==> src/rtl/alu_seq_pkg.sv <==
// alu_seq_pkg: state, op-code and error encodings shared by the ALU sequencer.
package alu_seq_pkg;
  typedef enum logic [1:0] {IDLE, DRIVE, RESPOND} seq_state_t;
  localparam logic [3:0] OP_ADD = 4'd0;
  localparam logic [3:0] OP_SUB = 4'd1;
  localparam logic [3:0] OP_MUL = 4'd2;
  localparam logic [3:0] OP_DIV = 4'd3;
  localparam logic [3:0] OP_MOD = 4'd4;
  localparam logic [3:0] OP_LAST = 4'd4;
  localparam logic [1:0] ERR_ILLEGAL = 2'b11;
endpackage

==> src/rtl/alu_settle_timer.sv <==
// alu_settle_timer: loadable 4-bit down-counter that parks at zero.
module alu_settle_timer (
  input  logic       clk,
  input  logic       rst_n,
  input  logic       i_load,
  input  logic [3:0] i_load_val,
  output logic       o_zero
);
  logic [3:0] r_count;
  always_ff @(posedge clk or negedge rst_n)
    if (!rst_n) r_count <= '0;
    else if (i_load) r_count <= i_load_val;
    else if (r_count != 4'd0) r_count <= r_count - 4'd1;
  assign o_zero = r_count == 4'd0;
endmodule

==> src/rtl/alu_sequencer.sv <==
// alu_sequencer: valid/ready command front-end for a combinational ALU, with
// settle-delayed capture, a result accumulator and a saturating error count.
module alu_sequencer
  import alu_seq_pkg::*;
#(
  parameter int SETTLE_CYCLES = 2,
  parameter int WIDTH = 16
) (
  input  logic             clk,
  input  logic             rst_n,
  input  logic             i_cmd_valid,
  output logic             o_cmd_ready,
  input  logic [3:0]       i_cmd_op,
  input  logic [WIDTH-1:0] i_cmd_a,
  input  logic [WIDTH-1:0] i_cmd_b,
  input  logic             i_cmd_use_acc,
  output logic             o_rsp_valid,
  input  logic             i_rsp_ready,
  output logic [31:0]      o_rsp_result,
  output logic [1:0]       o_rsp_err,
  output logic [WIDTH-1:0] o_alu_input1,
  output logic [WIDTH-1:0] o_alu_input2,
  output logic [3:0]       o_alu_op_code,
  input  logic [31:0]      i_alu_output1,
  input  logic [1:0]       i_alu_err_code,
  output logic [31:0]      o_acc,
  output logic [7:0]       o_err_count
);
  localparam logic [3:0] LOAD_VAL = 4'(SETTLE_CYCLES - 1);
  seq_state_t r_state, w_next;
  logic r_cmd_ready;
  logic [31:0] r_rsp_result, r_acc;
  logic [1:0] r_rsp_err;
  logic [WIDTH-1:0] r_alu_in1, r_alu_in2;
  logic [3:0] r_alu_op;
  logic [7:0] r_err_count;
  logic w_accept, w_legal, w_zero, w_capture, w_err_inc;

  assign w_accept = i_cmd_valid && r_cmd_ready;
  assign w_legal = i_cmd_op <= OP_LAST;
  assign w_capture = r_state == DRIVE && w_zero;
  assign w_err_inc = (w_accept && !w_legal) || (w_capture && i_alu_err_code != 2'b00);

  alu_settle_timer u_timer (
    .clk       (clk),
    .rst_n     (rst_n),
    .i_load    (w_accept && w_legal),
    .i_load_val(LOAD_VAL),
    .o_zero    (w_zero)
  );

  always_ff @(posedge clk or negedge rst_n)
    if (!rst_n) r_state <= IDLE;
    else r_state <= w_next;

  always_comb begin
    w_next = r_state;
    case (r_state)
      IDLE:    if (w_accept) w_next = w_legal ? DRIVE : RESPOND;
      DRIVE:   if (w_zero) w_next = RESPOND;
      RESPOND: if (i_rsp_ready) w_next = IDLE;
      default: w_next = IDLE;
    endcase
  end

  // Ready is registered so it stays low throughout reset and rises on the first edge after it.
  always_ff @(posedge clk or negedge rst_n)
    if (!rst_n) begin
      r_cmd_ready <= 1'b0;
      r_rsp_result <= '0;
      r_rsp_err <= '0;
      r_alu_in1 <= '0;
      r_alu_in2 <= '0;
      r_alu_op <= '0;
      r_acc <= '0;
      r_err_count <= '0;
    end else begin
      r_cmd_ready <= w_next == IDLE;
      if (w_accept && w_legal) begin
        r_alu_in1 <= i_cmd_use_acc ? r_acc[WIDTH-1:0] : i_cmd_a;
        r_alu_in2 <= i_cmd_b;
        r_alu_op <= i_cmd_op;
      end
      if (w_accept && !w_legal) begin
        r_rsp_result <= '0;
        r_rsp_err <= ERR_ILLEGAL;
      end
      if (w_capture) begin
        r_rsp_result <= i_alu_output1;
        r_rsp_err <= i_alu_err_code;
        if (i_alu_err_code == 2'b00) r_acc <= i_alu_output1;
      end
      if (w_err_inc && r_err_count != 8'hff) r_err_count <= r_err_count + 8'd1;
    end

  assign o_cmd_ready = r_cmd_ready;
  assign o_rsp_valid = r_state == RESPOND;
  assign o_rsp_result = r_rsp_result;
  assign o_rsp_err = r_rsp_err;
  assign o_alu_input1 = r_alu_in1;
  assign o_alu_input2 = r_alu_in2;
  assign o_alu_op_code = r_alu_op;
  assign o_acc = r_acc;
  assign o_err_count = r_err_count;
endmodule

==> config.mk <==
export PLATFORM = sky130hd
export DESIGN_NAME = alu_sequencer
export DESIGN_NICKNAME = d
export VERILOG_FILES = /design/src/rtl/alu_seq_pkg.sv /design/src/rtl/alu_settle_timer.sv /design/src/rtl/alu_sequencer.sv
export SDC_FILE = /design/constraint.sdc
export NUM_CORES = 1
export LEC_CHECK = 0
export ABC_AREA = 0
export CAP_MARGIN = 20
export CORE_UTILIZATION = 25
export DETAILED_ROUTE_END_ITERATION = 16
export HOLD_SLACK_MARGIN = 0.06
export PLACE_DENSITY = 0.48
export SYNTH_ARGS = -nofsm -noshare
export SYNTH_HDL_FRONTEND = slang
export SYNTH_SLANG_ARGS = --single-unit
==> constraint.sdc <==
create_clock -name clk -period 2.65 [get_ports clk]
set_clock_uncertainty 0.05 [all_clocks]
set_input_delay 0.6625 -clock clk [delete_from_list [all_inputs] [get_ports clk]]
set_output_delay 0.6625 -clock clk [all_outputs]
set_load 0.01 [all_outputs]
==> results.json <==
{
  "grt_use_total_pct": 13.8,
  "gp_congestion": 0.728,
  "yosysTopAreaCell": "dfrtp_1",
  "worstSetupEndpointType": "output port",
  "worst_pin_slew_ns": 0.600,
  "synthTopCellsByArea": "dfrtp_1, mux2_4, a22o_1",
  "synth_top_family_by_area": "multiplexers",
  "seqPwrFrac_pct": 35.5,
  "syn_inst": 336,
  "clk_latency_ns": 0.41,
  "max-vdd-ir-drop_uv": 441,
  "vias_per_cell": 4.37,
  "grt_pass1_wl_mm": 20.5,
  "slew_headroom_pct": 60.0,
  "die_h_um": 140,
  "clock_sinks": 117,
  "syn_to_final_growth_pct": 58.6,
  "htree_levels": 4,
  "hold_viol_final": 0,
  "routed_wl_mm": 12.7,
  "async_flop_share_pct": 100,
  "r2r_cells": 7,
  "synthSimpleGateAreaFrac_pct": 5.70,
  "dp_hpwl_mm": 8.50,
  "p_clk_share_pct": 30.1,
  "synthAdderAreaFrac_pct": 0.788,
  "arrival_ns": 1.57,
  "setup_ws_ns": 0.367,
  "num-fill-cells": 1735,
  "maxCapViolCount": 0,
  "postCtsSetupBuffers": 0,
  "ctsHoldBuffers": 0,
  "synth_edf_count": 0,
  "drc": 0,
  "timing.rr.start": "u_timer.r_count[0]$_DFFE_PN0P_",
  "synth_compound_area_share_pct": 10.1,
  "comb_power_share_pct": 34.4,
  "io_pins": 187,
  "path_max_fanout": 6,
  "layout_common_cells": "clkdlybuf4s50_1, dfrtp_1, a22o_1",
  "worstReg2RegEnd": "o_acc[1]$_DFFE_PN0P_",
  "clk_pin_slew_ns": 0.06,
  "drive_gt1_share_pct": 18.9,
  "place_worst_setup_slack_ns": 0.253,
  "coreArea_um2": 18700,
  "start_kind": "flip-flop",
  "status": "finished clean",
  "synthXorXnorAreaFrac_pct": 1.10,
  "setup_viol": 0,
  "p_sw_uw": 2290,
  "finalCriticalPeriod_ns": 2.28,
  "syn_area_um2": 4760,
  "swShare_pct": 29.3,
  "critPathKind": "flip-flop to output port",
  "fin_area_um2": 7550,
  "ff2ff_setup_slack_ns": 0.37,
  "cts_root_buf": "clkbuf_16",
  "drv_slew": 0,
  "muxShareOfSynthArea_pct": 18.4,
  "die_x_um": 140,
  "drt_iter0_markers": 105,
  "power_density_nw_per_um2": 1040,
  "portBuffers": 186,
  "finalSetupTns_ns": 0,
  "overflow": 0,
  "synth_nets": 414,
  "start_util_pct": 25.5,
  "cts_made_buffers": 17,
  "vias": 3399,
  "avgSynthCellArea_um2": 14.2,
  "min_path_type": "input pin to async pin",
  "critPathRequiredTime_ns": 1.94,
  "dr.pass1.iters": 4,
  "wl_per_cell_um": 16.3,
  "placement.cell_area_um2": 6950,
  "fmax_mhz": 438,
  "cts_resized": 0,
  "synth.top_cell.area_share_pct": 61.4,
  "n_antenna_cell": 0,
  "ant_nets": 0,
  "clockBufferDepth": 2,
  "cts_tree": "built",
  "p_leak_uw": 0.00339,
  "internal_power_uw": 5540,
  "rsz0062_at_grt": "false",
  "period_share_pct": 86.2,
  "rows": 50,
  "dieArea_um2": 19600,
  "antenna_found_initial": 1,
  "finalNetCount": 609,
  "synth_seq_cells": 117,
  "timing.hold.ws_ns": 0.218,
  "yosysSeqAreaShare_pct": 61.4,
  "synth_ff_type": "dfrtp_1",
  "yosysWarnings": 0,
  "mostFrequentLayoutCell": "clkdlybuf4s50_1",
  "grt_pass1_vias": 3669,
  "grt_max_degree": 58,
  "synth_cell_types": 37
}
[how the worst max path moves through the flow]
stage,startpoint,end,slack [ns],depth (start not counted)
floorplan,u_timer.r_count[0]$_DFFE_PN0P_,o_acc[0]$_DFFE_PN0P_,0.66,8
CTS,r_state[1]$_DFF_PN0_,o_rsp_valid,0.34,2
global placement,i_cmd_op[1],o_err_count[7]$_DFFE_PN0P_,0.28,7
detailed placement,i_cmd_op[1],o_err_count[7]$_DFFE_PN0P_,0.25,7
finish,r_state[1]$_DFF_PN0_,o_rsp_valid,0.37,2
global route,u_timer.r_count[0]$_DFFE_PN0P_,o_err_count[7]$_DFFE_PN0P_,0.19,8
[logic make-up after synthesis]
| kind of cell | after synthesis |
|---|---|
| AO/OA/AOI/OAI | 65 |
| AND/OR/NAND/NOR | 53 |
| flip-flops | 117 |
| buffers and inverters | 22 |
| multiplexers | 70 |
| adder cells (fa/ha/maj) | 3 |
| XOR/XNOR | 6 |
[synthesized netlist by cell type, types with 6 or more instances]
library cell and count:
nand2_1 6, dfrtp_1 117, a21oi_1 23, mux2_4 30, nor2_1 28, mux2_2 22
mux2i_1 18, a22o_1 32, clkbuf_1 7
[per-stage QoR]
step	power [uW]	utilization, %	std cells
final	7830	40.4	778
after detailed placement	5530	37.1	746
after global routing	8300	40.4	778
after floorplan	3940	-	336
after global placement	5490	37.1	746
after CTS	7960	40.4	778
[worst max-delay path, cell delays in order, from the launching register on]
cell             delay [ns]
dfrtp_1                0.41
nor2b_1                0.19
clkdlybuf4s50_1        0.57
[layer usage]
metal	part of all wire [%]	routed length [um]	GRT usage, %	vias up
met5	0.10	13	0	-
met4	1.3	161	5.55	2
met3	6.0	763	4.44	14
met2	46	5840	21.1	111
met1	46	5890	17.9	1673
li1	-	-	-	1599
[flip-flops by register name (all words and copies together), names as in the netlist]
name             flops
o_cmd_ready          1
o_alu_input1        16
o_rsp_err            2
u_timer.r_count      4
r_state              2
o_rsp_result        32
o_alu_op_code        4
o_alu_input2        16
o_err_count          8
o_acc               32
[layout make-up]
cell class                 count  area, um2  area share [%]
sequential                   117       2930            38.8
timing repair buffer         194       1980            26.2
multi-input combinational    197       1730            22.9
clock buffer                  20        457            6.05
tap                          234        293            3.88
clock inverter                12        153            2.02
inverter                       4       15.0           0.199
[power groups by stage]
stage / logic [uW] / clock network, uW / registers (uW)
2_1_floorplan: 920 / 0 / 3020
3_3_place_gp: 2690 / 0 / 2800
3_5_place_dp: 2720 / 0 / 2810
4_1_cts: 2730 / 2430 / 2790
5_1_grt: 2900 / 2520 / 2880
6_report: 2690 / 2360 / 2780
Power figures use the tool's default switching activity.
==> patch (same settings) <==
The parameter `WIDTH` goes from 16 to 14.
--- a/src/rtl/alu_sequencer.sv
+++ b/src/rtl/alu_sequencer.sv
@@ -4,7 +4,7 @@
   import alu_seq_pkg::*;
 #(
   parameter int SETTLE_CYCLES = 2,
-  parameter int WIDTH = 16
+  parameter int WIDTH = 14
 ) (
   input  logic             clk,
   input  logic             rst_n,
Ports: changed (resized i_cmd_a, i_cmd_b, o_alu_input1 and o_alu_input2); port bits go from 187 to 179. No check against the original RTL was run, so the function may have changed too.
==> patch against the unedited design <==
  * Power is 4.6% lower
  * Sequential cell count is 4 lower
  * Design area is 3.5% lower
  * Die area is 3.3% lower
  * Area after synthesis is 3.4% lower
  * Non-clock buffer count is 7 lower
  * Wire length is 3.7% lower
  * Setup slack worse by 0.019 ns
  * Largest cell class unchanged
==> patch: results (changes against the unedited design) <==
synth_fp_nets: 397  # -4.1%
async_flop_share_pct: 100  # unchanged
yosysUniqueCellTypes: 37  # unchanged
synth-compound-area-share_pct: 10.2  # +0.13 points
yosys.area_share.adder_pct: 0.815  # +0.027 points
r2r-start: "u_timer.r_count[0]"
cp_max_fo: 6  # unchanged
worst_slew_pin_slew_ns: 0.473  # -0.127 ns
dp_slack_ns: 0.209  # -0.0437 ns
dp_hpwl_um: 8530  # +0.30%
synth_flop_cell: "dfrtp_1"
wirelength_um: 12200  # -3.7%
synth_area_leaders: "dfrtp_1 (61%), mux2_4 (9.8%), a22o_1 (6.1%), mux2_2 (4.9%), mux2i_1 (3.5%)"
gp_congestion: 0.725  # -0.44%
critPathLaunch: "r_state[1]"
synth_xor_area_share_pct: 1.14  # +0.038 points
nFillCells: 1709  # -1.5%
nNetsFinal: 586  # -3.8%
endpoint: "o_rsp_valid"
r2r_setup_slack_ns: 0.42  # +0.05 ns
ff2ff_path_depth: 8  # +1
vias: 3291  # -3.2%
grt_first_pass_wirelength_um: 19000  # -7.7%
initialDrtViolationCount: 120  # +14%
track_usage_pct: 13.5  # -0.26 points
power_leakage_nw: 3.28  # -3.4%
drive_gt1_share_pct: 19.2  # +0.30 points
synth_mux_area_share_pct: 18.2  # -0.28 points
ctsHtreeMaxLevel: 4  # unchanged
yosysSeqAreaShare_pct: 61.4  # about the same
clock_path_buffers: 2  # unchanged
grt_max_degree: 58  # unchanged
yosys_warnings: 0  # unchanged
slew_viol_final: 0  # unchanged
vdd_drop_max_uv: 487  # +10%
fmax_ghz: 0.434  # -0.83%
status: "finished, final reports clean"
r2r-end: "o_err_count[7]"
clkTransAtPathRegs_ns: 0.06  # about the same
port_buffers: 178  # -4.3%
synth_commonest_cells: "dfrtp_1 (113), a22o_1 (32), mux2_4 (30), nor2_1 (26), a21oi_1 (21)"
antenna_found_initial: 0  # -1
grt_pass1_vias: 3460  # -5.7%
internal_power_w: 0.00525  # -5.1%
ctsResizeCount: 0  # unchanged
[patch: stage by stage]
stage	std cells	total power, W	hold slack [ns]	area [um^2]
after floorplan	323	0.00379	0.317	4600
after global placement	722	0.00526	0.428	6710
after detailed placement	722	0.00530	0.432	6710
after CTS	754	0.00759	0.158	7290
after global routing	754	0.00793	0.178	7290
final	754	0.00747	0.156	7290
[patch: worst register-to-register path, cell delays in order, from the launching register on]
cell     delay [ns]
dfrtp_1        0.40
inv_1          0.09
ha_1           0.19
or3b_1         0.55
nor3_2         0.26
o22ai_2        0.14
buf_4          0.18
nor3_2         0.17
xor2_1         0.15
[patch: layout make-up]
class	count	area share, %
timing repair buffer	187	26.2
multi-input combinational	189	23.0
sequential	113	38.8
tap	229	3.93
inverter	4	0.206
clock inverter	12	1.84
clock buffer	20	6.12
[patch: power by group through the flow]
stage / Clock (W) / Sequential, W / Combinational (W)
2_1_floorplan: 0 / 0.00290 / 0.000887
3_3_place_gp: 0 / 0.00269 / 0.00257
4_1_cts: 0.00230 / 0.00269 / 0.00261
3_5_place_dp: 0 / 0.00271 / 0.00260
6_report: 0.00223 / 0.00268 / 0.00256
5_1_grt: 0.00239 / 0.00277 / 0.00278
[patch: cells by family after synthesis]
group	count (synthesis)
AOI/OAI and AO/OA	63
adders and majority gates	3
muxes	66
and+or+nand+nor	51
buffers and inverters	21
DFF	113
xor gates and xnor gates	6
[patch: how the worst min path moves through the flow]
stage                     cells after the start  slack (ns)                to             start
after global placement                        1        0.43      o_rsp_err[0]      o_rsp_err[0]
after CTS                                     1        0.16   o_rsp_result[6]             rst_n
final                                         1        0.16   o_rsp_result[6]             rst_n
after global routing                          1        0.18   o_rsp_result[6]             rst_n
after detailed placement                      1        0.43  o_rsp_result[28]  o_rsp_result[28]
after floorplan                               0        0.32          o_acc[0]             rst_n
[patch: layer usage]
| layer | wire length, um | track usage [%] | part of all wire, % | vias up |
|---|---|---|---|---|
| met3 | 992 | 5.37 | 8.1 | 9 |
| met2 | 5540 | 20.1 | 45 | 115 |
| met5 | 0 | 0 | 0 | - |
| li1 | - | - | - | 1539 |
| met1 | 5520 | 17.3 | 45 | 1628 |
| met4 | 147 | 5.43 | 1.2 | 0 |
